$ cat config.mk
export PLATFORM = sky130hd
export DESIGN_NAME = fetch_sequencer
export DESIGN_NICKNAME = d
export VERILOG_FILES = /design/src/rtl/fetch_sequencer.sv
export SDC_FILE = /design/constraint.sdc
export NUM_CORES = 1
export LEC_CHECK = 0
export CORE_ASPECT_RATIO = 1.5
export CORE_UTILIZATION = 48
export CTS_CLUSTER_DIAMETER = 60
export DETAILED_ROUTE_END_ITERATION = 7
export PLACE_DENSITY = 0.77
export SLEW_MARGIN = 25
export SYNTH_ARGS = -nofsm -noshare
export SYNTH_HDL_FRONTEND = slang
export SYNTH_SLANG_ARGS = --single-unit
$ cat constraint.sdc
create_clock -name clk -period 7.14 [get_ports clk]
set_input_delay 1.428 -clock clk [delete_from_list [all_inputs] [get_ports clk]]
set_output_delay 1.428 -clock clk [all_outputs]
set_load 0.01 [all_outputs]
$ cat src/rtl/fetch_sequencer.sv
// fetch_sequencer: instruction-fetch controller for the execution stage.
// Generates sequential word-aligned fetch addresses from a local PC, issues
// them to instruction memory under a credit limit, buffers returned words
// with their PCs and presents them in order. A redirect from execution
// flushes buffered work and discards responses still in flight.
//
// Optional feature macro: FETCH_BYPASS_EN -- when defined, a response that
// arrives while the buffer is empty (and is not being discarded) is
// presented in the same cycle.
//
// Ports:
//   clk, reset          clock; synchronous active-high reset
//   imem_req_v/_addr    fetch request valid / word-aligned address
//   imem_req_rdy        memory accepts the request
//   imem_rsp_v/_data    in-order response valid / instruction word
//   pc_v_x, pc_x        redirect from execution and its target
//   inst_rdy            downstream accepts the presented instruction
//   inst_v_i/pc_i/inst_i  presented instruction valid / PC / word
module fetch_sequencer #(
    parameter logic [31:0] RESET_PC  = 32'h0000_0000,
    parameter int unsigned BUF_DEPTH = 2
) (
    input  logic        clk,
    input  logic        reset,
    output logic        imem_req_v,
    output logic [31:0] imem_req_addr,
    input  logic        imem_req_rdy,
    input  logic        imem_rsp_v,
    input  logic [31:0] imem_rsp_data,
    input  logic        pc_v_x,
    input  logic [31:0] pc_x,
    input  logic        inst_rdy,
    output logic        inst_v_i,
    output logic [31:0] pc_i,
    output logic [31:0] inst_i
);

    localparam int unsigned PTR_W = (BUF_DEPTH > 1) ? $clog2(BUF_DEPTH) : 1;
    // Wide enough to hold occ + outst without overflow.
    localparam int unsigned CNT_W = $clog2(BUF_DEPTH + 1) + 1;

    typedef struct packed {
        logic [31:0] pc;
        logic [31:0] inst;
    } entry_t;

    entry_t           buf_q [BUF_DEPTH];
    logic [31:0]      tag_q [BUF_DEPTH];
    logic [PTR_W-1:0] buf_rd, buf_wr, tag_rd, tag_wr;
    logic [CNT_W-1:0] occ, outst, drop;
    logic [31:0]      fetch_pc;

    logic             fifo_empty, rsp_take, rsp_keep, byp;
    logic             inst_v, pop, pop_fifo, push, accept, req_v;
    logic [CNT_W-1:0] credit;
    entry_t           head;

    function automatic logic [PTR_W-1:0] ptr_inc(input logic [PTR_W-1:0] p);
        return (p == PTR_W'(BUF_DEPTH - 1)) ? '0 : p + PTR_W'(1);
    endfunction

    // Handshake, credit and presentation decode.
    always_comb begin
        fifo_empty = (occ == '0);
        rsp_take   = imem_rsp_v && (outst != '0);
        rsp_keep   = rsp_take && !pc_v_x && (drop == '0);
`ifdef FETCH_BYPASS_EN
        byp        = fifo_empty && rsp_keep;
`else
        byp        = 1'b0;
`endif
        head = buf_q[buf_rd];
        if (fifo_empty) begin
            head = {tag_q[tag_rd], imem_rsp_data};
        end
        inst_v   = !pc_v_x && (!fifo_empty || byp);
        pop      = inst_v && inst_rdy;
        pop_fifo = pop && !fifo_empty;
        // A bypassed word that is consumed immediately never enters the FIFO.
        push     = rsp_keep && !(byp && pop);
        credit   = occ + outst - CNT_W'(pop);
        req_v    = !reset && !pc_v_x && (credit < CNT_W'(BUF_DEPTH));
        accept   = req_v && imem_req_rdy;
    end

    assign imem_req_v    = req_v;
    assign imem_req_addr = fetch_pc;
    assign inst_v_i      = inst_v;
    assign pc_i          = inst_v ? head.pc   : '0;
    assign inst_i        = inst_v ? head.inst : '0;

    // Control state: PC, pointers and counters.
    always_ff @(posedge clk) begin
        if (reset) begin
            fetch_pc <= RESET_PC & 32'hFFFF_FFFC;
            buf_rd   <= '0;
            buf_wr   <= '0;
            tag_rd   <= '0;
            tag_wr   <= '0;
            occ      <= '0;
            outst    <= '0;
            drop     <= '0;
        end else if (pc_v_x) begin
            // Everything still in flight is wrong-path; a response landing
            // this cycle is discarded directly.
            fetch_pc <= pc_x & 32'hFFFF_FFFC;
            buf_rd   <= buf_wr;
            tag_rd   <= tag_wr;
            occ      <= '0;
            outst    <= outst - CNT_W'(rsp_take);
            drop     <= outst - CNT_W'(rsp_take);
        end else begin
            if (accept) begin
                fetch_pc <= fetch_pc + 32'd4;
                tag_wr   <= ptr_inc(tag_wr);
            end
            if (rsp_take) begin
                if (drop != '0) begin
                    drop <= drop - CNT_W'(1);
                end else begin
                    tag_rd <= ptr_inc(tag_rd);
                end
            end
            outst <= outst + CNT_W'(accept) - CNT_W'(rsp_take);
            if (push) begin
                buf_wr <= ptr_inc(buf_wr);
            end
            if (pop_fifo) begin
                buf_rd <= ptr_inc(buf_rd);
            end
            occ <= occ + CNT_W'(push) - CNT_W'(pop_fifo);
        end
    end

    // Payload storage; contents are only meaningful behind the pointers.
    always_ff @(posedge clk) begin
        if (!reset) begin
            if (accept) begin
                tag_q[tag_wr] <= fetch_pc;
            end
            if (push) begin
                buf_q[buf_wr] <= {tag_q[tag_rd], imem_rsp_data};
            end
        end
    end

endmodule

# After elaboration in Yosys (flattened, before gate mapping)
# Memory sizes are Yosys's and may differ from the RTL's. A register that Yosys moved wholly into a read port is not among the register bits.
# Index checks and enable logic that the tools add are counted.
# Widths: inputs -> output; s select.
op_classes:
  addsub: 13
  n_lt_le_gt_ge: 1
  n_eq_ne: 1
  muxes: 28
  bitwise_logic: 1
  n_reduce_logical: 25
ops:
  columns: ["operator", "n"]
  rows:
  - ["$mux 32", 4]
  - ["$mux 64", 1]
  - ["$add 32x3->32 const B", 1]
  - ["$mux 1", 19]
  - ["$mux 3", 4]
  - ["$sub 3x1->3", 4]
  - ["$logic_and 1x1->1", 9]
  - ["$reduce_and 2->1", 4]
  - ["$reduce_bool 2->1", 4]
  - ["$add 3x1->3", 2]
  - ["$logic_not 3->1", 2]
  - ["$reduce_bool 3->1", 2]
  - ["$add 1x1->1 const B", 4]
  - ["$add 3x3->3", 1]
  - ["$logic_not 1->1", 3]
  - ["$lt 3x2->1 const B", 1]
  - ["$sub 3x1->3 const B", 1]
  - ["$ne 2x2->1 const B", 1]
  - ["$reduce_or 2->1", 1]
  - ["$not 1->1", 1]
word_totals:
  regBits: 45
  ram_bits: 192
  input_bits: 70
  out_inout_bits: 98
  word_cells: 80
  memories: 2
memory_table:
  columns: ["memory", "words", "word_bits", "rd", "rd_clocked_by_memory_dff", "wr", "line", "rtl"]
  rows:
  - ["buf_q", 2, 64, 1, 1, 1, "47", "entry_t buf_q [BUF_DEPTH];"]
  - ["tag_q", 2, 32, 1, 1, 1, "48", "logic [31:0] tag_q [BUF_DEPTH];"]

# Longest topological paths before layout
# Gate-level depths: netlist of run 1.
logic_depth:
  ltp_word: 11
  mapped_depth: 23
  mapped_depth_nobuf: 19

# Least setup slack after synthesis of run 1
# No wires, ideal clock.
synth_path:
  path_type: "in2reg"
  start: "in pc_v_x"
  end: "mem buf_q[1][0] in the netlist's numbering, enable pin"
  setup_time_ns: 0.571
  t_arrival_ns: 6.654
  required_time_ns: 6.569
  slack_ns: -0.085
  cell_stages: 5
  path_buffers: 2
  path_cell_list: "clkbuf_1 inv_1 clkbuf_1 nand2_1 nor3b_1"
synth_via:
  elab_chain_cells: 6
synth_rtl:
  columns: ["item", "line", "rtl"]
  rows:
  - ["start, declared", "30", "input logic pc_v_x,"]
  - ["$logic_not 1->1", "66", "rsp_keep = rsp_take && !pc_v_x && (drop == '0);"]
  - ["$logic_and 1x1->1 (2 in a row)", "66", null]
  - ["$mux 1", "141", "if (push) begin"]
  - ["$mux 1", "137", "if (!reset) begin"]
  - ["$mux 1 (not written as such)", "142", "buf_q[buf_wr] <= {tag_q[tag_rd], imem_rsp_data};"]
  - ["end, declared", "47", null]
# Every way passes these cells.

# Final worst setup path of run 1
layout_path:
  start: "in pc_v_x"
  end: "out imem_req_v"
layout_via:
  elab_chain_cells: 6
  elab_cells_between_ends: 7
  cone_classes: "1 x add/sub; 1 x order compare; 5 x reduce/logical"
layout_rtl:
  columns: ["item", "line", "rtl"]
  rows:
  - ["$logic_not 1->1 (*)", "76, 82", null]
  - ["$logic_and 1x1->1", "76", "inst_v = !pc_v_x && (!fifo_empty || byp);"]
  - ["$logic_and 1x1->1", "77", "pop = inst_v && inst_rdy;"]
  - ["$sub 3x1->3", "81", "credit = occ + outst - CNT_W'(pop);"]
  - ["$lt 3x2->1", "82", "req_v = !reset && !pc_v_x && (credit < CNT_W'(BUF_DEPTH));"]
  - ["$logic_and 1x1->1 (*)", "82", null]
  - ["end, declared", "25", "output logic imem_req_v,"]
# Mark *: on every way between the ends. The rest lies on a longest branch, timed or not.

==> results of run 1 <==
through the flow:
step | utilization, % | setup WS (ps) | hold slack, ps | std cells
after floorplan | - | 258 | 480 | 699
after global placement | 58.9 | 1120 | 495 | 1087
after detailed placement | 59.1 | 1060 | 497 | 1088
after CTS | 62.8 | 1030 | 517 | 1128
after global routing | 62.8 | 869 | 537 | 1128
final | 62.8 | 1020 | 521 | 1128
layout by cell type (no fill, tap or decap), drive strengths merged, types with 3 or more instances in the layout:
cell / n
a211oi: 6
a21o: 3
a21oi: 15
a31oi: 15
and2: 10
and3: 7
buf: 11
clkbuf: 34
clkdlybuf4s50: 161
clkinv: 5
conb: 4
dfxtp: 45
edfxtp: 184
fa: 3
ha: 11
inv: 22
mux2: 31
mux2i: 63
nand2: 41
nand2b: 4
nand3: 17
nand4: 10
nor2: 83
nor3: 6
nor4: 6
o211ai: 6
o21ai: 6
o21bai: 3
o22ai: 3
o31a: 4
or3: 7
or4: 4
xnor2: 10
xor2: 8
final cells by class:
cell class / count / area (µm²) / area share (%)
Clock buffer: 34 / 688 / 5.67
Clock inverter: 6 / 42.5 / 0.350
Inverter: 22 / 82.6 / 0.680
Multi-Input combinational cell: 409 / 2860 / 23.6
Sequential cell: 229 / 6430 / 53.0
Tap cell: 256 / 320 / 2.64
Timing Repair Buffer: 172 / 1710 / 14.1
final timing paths:
check	slack, ps	depth (start not counted)	end	from
worst max-delay path	1020	11	imem_req_v	pc_v_x
worst min-delay path	520	0	tag_q[0][21]	imem_req_addr[21]
worst max register to register	2510	19	outst[2]	occ[1]
worst min register to register	520	0	tag_q[0][21]	imem_req_addr[21]
routing by layer:
layer,up-vias,global-route usage [%],wire length (µm)
met5,-,0,0
met4,0,8.12,636
met3,40,3.54,1080
met2,188,35.8,10600
met1,2901,22.7,7370
li1,2888,-,-
report_power, final:
group          internal (mW)  total (mW)  leakage [nW]  switching [mW]
registers               1.57        1.64          2.04          0.0698
logic                  0.273       0.585          1.65           0.312
clock network          0.667        1.13         0.356           0.465
total                   2.51        3.36          4.05           0.847
critical path: cells and delay by family:
kind / cells / cell delay, ps
fa+ha+maj: 2 / 620
buf+inv: 3 / 1030
simple gates: 4 / 890
xor+xnor: 2 / 710
flip-flops by register name, summed over array words and instances (netlist names), named ones only:
name / flops
tag_q: 60
outst: 3
tag_rd: 1
buf_wr: 1
buf_q: 124
imem_req_addr: 30
buf_rd: 1
drop: 3
tag_wr: 1
occ: 3
cells by family after synthesis:
| family | synth area share, % |
|---|---|
| DFF | 67.4 |
| and+or+nand+nor | 10.1 |
| muxes | 10.3 |
| AOI/OAI and AO/OA | 5.46 |
| buffers and inverters | 2.89 |
| xor gates and xnor gates | 1.73 |
| adders and majority gates | 2.07 |
| other | 0.0393 |
==> reports/qor.yml, run 1 <==
async_reset_ff_share_pct: 0
area_growth_pct: 27.3
drt_iter0_drc: 355
num_rows: 62
rsz0062_at_grt: "no"
syn_inst: 696
ios: 168
ys_seq_elements: 229
critical_path_arrival_ps: 4690
routed_wl_mm: 19.7
max_slew_margin_pct: 46.4
final-setup-viol-count: 0
io_buffers: 161
yosysTopAreaCellShare_pct: 58.0
finalPower_mw: 3.36
die_w_um: 117
fp.dieH_um: 175
worst_pin_slew_ps: 804
synth_ff_type: "edfxtp_1"
p_per_area_mw_per_mm2: 277
synth-seq-area-share_pct: 67.4
post_cts_resized: 0
yosysWarningCount: 0
required_ps: 5710
cts_buffers: 22
insertion_delay_ps: 500
cp_slowest_stage_delay_ps: 540
viasPerCell: 5.33
htree_levels: 1
hp-class: "flip-flop to flip-flop"
dpl_cell_area_mm2: 0.0114
ir_drop_v: 0.000231
grt_max_degree: 63
routabilityCongestion: 0.856
synth.distinct_cells: 55
clock-sinks: 229
grt_pass1_wl_mm: 31.0
cts_setup_buffers: 0
outcome: "finished clean"
fin_setup_tns_ps: 0
skew_ps: 13.8
root_buffer: "clkbuf_16"
crit_fanout: 12
n_fill_cell: 1434
fmax_mhz: 163
grt_pass1_vias: 6074
route.detailed.drc: 0
cap_violations: 0
cts.path.max_buffers: 3
final-max-slew-violation-count: 0
drive_above_1_share_pct: 10.1
hold_viol: 0
clkTransAtPathRegs_ps: 60
crit_path_frequent_cell: "clkdlybuf4s50_1"
synth_edf_count: 184
worstSetupStartpointType: "input port"
ctsHoldBuffers: 0
period_share_pct: 85.7
min_period_ps: 6120
diodes: 0
synth_area_leaders: "edfxtp_1 (58%), dfxtp_1 (9.5%), mux2i_1 (6.6%), mux2_2 (3.7%), nor2_1 (3.2%)"
layout.nets: 940
cts_tree: "yes"
critical-path-slowest-cell: "clkdlybuf4s50_1"
worst-setup-path-type: "input port to primary output"
syn_avg_cell_area_um2: 13.7
synthesis.area_mm2: 0.00953
endpoint_kind: "primary output"
place_hpwl_mm: 13.1
start_util_pct: 49.3
leakage_nw: 4.05
antenna_left: 0
gr-total-overflow: 0
dr.pass1.iters: 4
design.core.area_mm2: 0.0193
vias: 6017
cp_cell_sequence: "clkdlybuf4s50_1 > or2_2 > inv_1 > and2_1 > ha_1 > nand2b_1 > fa_1 > xor2_1 > xnor2_2 > and3_1 > clkdlybuf4s50_1"
fp.dieArea_mm2: 0.0204
synth_top_area_cell: "edfxtp_1"
routedWlPerCell_um: 17.4
grtUsageTotal_pct: 19.8
antenna_found_initial: 0
synth.most_common_cell: "edfxtp_1"
stdcell_area_mm2: 0.0121
synthTopCellsByCount: "edfxtp_1 (184), nor2_1 (82), mux2i_1 (63), dfxtp_1 (45), nand2_1 (41)"
No activity file was read; power rests on OpenSTA's default activity.
==> run 2, diff against run 1 <==
--- a/config.mk
+++ b/config.mk
@@ -10,6 +10,7 @@
 export CTS_CLUSTER_DIAMETER = 60
 export DETAILED_ROUTE_END_ITERATION = 7
 export PLACE_DENSITY = 0.77
+export SKIP_CTS_REPAIR_TIMING = 1
 export SLEW_MARGIN = 25
 export SYNTH_ARGS = -nofsm -noshare
 export SYNTH_HDL_FRONTEND = slang
==> constraint.sdc (replaced) <==
create_clock -name clk -period 7.14 [get_ports clk]
set_input_delay 1.785 -clock clk [delete_from_list [all_inputs] [get_ports clk]]
set_output_delay 1.785 -clock clk [all_outputs]
set_load 0.01 [all_outputs]
==> run 2 against run 1 <==
Compared with the run above:
- total power shrank 1.1%
- hold slack gained 22 ps
- sequential power is essentially flat
- clock power is essentially flat
- maximum frequency shrank 10%
- worst setup slack lost 710 ps
==> reports/qor.yml, run 2 (same netlist as run 1, synthesis figures left out) <==
ir_drop_v: 0.000217
min_period_ps: 6840
diodes: 0
skew_ps: 15.5
grt_max_degree: 63
viasPerCell: 5.34
period_share_pct: 95.7
top_register: "buf_q"
routed_wl_mm: 19.5
min_path_cells: 0
routedWlPerCell_um: 17.3
max_slew_margin_pct: 40.8
layout_common_cells: "edfxtp_1 (184), clkdlybuf4s50_1 (161), nor2_1 (81)"
rr_worst_depth: 19
cp_cell_sequence: "clkdlybuf4s50_1 > or2_2 > inv_1 > and2_1 > ha_1 > nand2b_1 > fa_1 > xor2_1 > xnor2_2 > and3_1 > clkdlybuf4s50_1"
ios: 168
leakage_nw: 4.02
required_ps: 5360
antenna_found_initial: 0
p_sw_share_pct: 25.5
final-setup-viol-count: 0
fp.dieH_um: 175
fp.dieArea_mm2: 0.0204
fin_util_pct: 62.5
cts.path.max_buffers: 3
layout.nets: 940
switching_power_mw: 0.849
grt_pass1_vias: 5792
dr.pass1.iters: 5
outcome: "finished clean"
largest_reg_flops: 124
cts_buffers: 21
worstSetupStartpointType: "input port"
fin_setup_tns_ps: 0
drt_iter0_drc: 385
antenna_left: 0
p_per_area_mw_per_mm2: 275
cap_violations: 0
grtUsageTotal_pct: 19.5
die_w_um: 117
area_growth_pct: 26.7
critical-path-slowest-cell: "xnor2_2"
crit_fanout: 12
final_cells: 1127
layout_commonest_cell: "edfxtp_1"
rsz0062_at_grt: "no"
grt_pass1_wl_mm: 30.4
clock-sinks: 229
crit_path_frequent_cell: "clkdlybuf4s50_1"
num_rows: 62
placed_cells: 1089
p_seq_share_pct: 49.5
clkTransAtPathRegs_ps: 70
endpoint_kind: "primary output"
hp-class: "flip-flop to flip-flop"
power_frac_comb_pct: 17.5
cts_tree: "yes"
worst_pin_slew_ps: 888
pwr-share-clk_pct: 33.0
insertion_delay_ps: 500
drive_above_1_share_pct: 9.76
worst-setup-path-type: "input port to primary output"
fmax_mhz: 146
routabilityCongestion: 0.813
hold_viol: 0
route.detailed.drc: 0
r2r_slack_ps: 2790
gr-total-overflow: 0
root_buffer: "clkbuf_16"
final-max-slew-violation-count: 0
place_hpwl_mm: 12.8
design.core.area_mm2: 0.0193
cp_slowest_stage_delay_ps: 550
internal-power_mw: 2.48
start_util_pct: 49.3
vias: 6017
htree_levels: 1
io_buffers: 161
critical_path_arrival_ps: 5050
finalPower_mw: 3.33
run 2: cell count changes in the layout (fill, tap and decap cells not counted), moves of 2 or more:
cell,previous run,this run
clkbuf_8,5,1
clkbuf_16,24,21
clkinv_1,1,4
clkinv_4,3,0
buf_4,10,12
bufinv_16,0,2
run 2: final timing paths:
check | from | end
hold / removal | imem_req_addr[21] | tag_q[0][21]
setup reg to reg | occ[1] | outst[2]
hold reg to reg | imem_req_addr[21] | tag_q[0][21]
setup / recovery | pc_v_x | imem_req_v
run 2: power by group through the flow:
stage               combinational [mW]  sequential (mW)  clock (mW)
floorplan                        0.392             1.65           0
global placement                 0.563             1.67           0
detailed placement               0.580             1.68           0
global route                     0.644             1.66        1.16
finish                           0.582             1.65        1.10
CTS                              0.585             1.65        1.12
run 2: routing by layer:
layer	GRT usage (%)	wire length, µm
met5	0	0
met4	8.18	688
met3	3.16	1040
met2	35.3	10500
met1	22.6	7360
run 2: layout make-up:
class	instances	area, µm²
Fill cell	1441	7240
Sequential cell	229	6430
Multi-Input combinational cell	409	2870
Timing Repair Buffer	173	1700
Clock buffer	26	554
Tap cell	256	320
Clock inverter	12	125
Inverter	22	82.6
run 2: worst max-delay path, delay by kind of cell:
kind / cells / cell delay [ps]
xor+xnor: 2 / 730
fa+ha+maj: 2 / 610
simple gates: 4 / 900
buf+inv: 3 / 1020
run 2: metrics by stage:
stage          cell area [µm²]  setup WS [ps]  hold slack, ps
5_1_grt                  12100            141             545
4_1_cts                  12100            298             533
6_report                 12100            304             543
3_5_place_dp             11400            337             494
3_3_place_gp             11400            367             481
2_1_floorplan             9550           1180             480
==> run 3, diff against run 2 <==
--- a/config.mk
+++ b/config.mk
@@ -11,7 +11,7 @@
 export DETAILED_ROUTE_END_ITERATION = 7
 export PLACE_DENSITY = 0.77
 export SKIP_CTS_REPAIR_TIMING = 1
-export SLEW_MARGIN = 25
+export SLEW_MARGIN = 20
 export SYNTH_ARGS = -nofsm -noshare
 export SYNTH_HDL_FRONTEND = slang
 export SYNTH_SLANG_ARGS = --single-unit
==> results of run 3 <==
The final DEF is identical to that of run 2; final timing and power are the same.
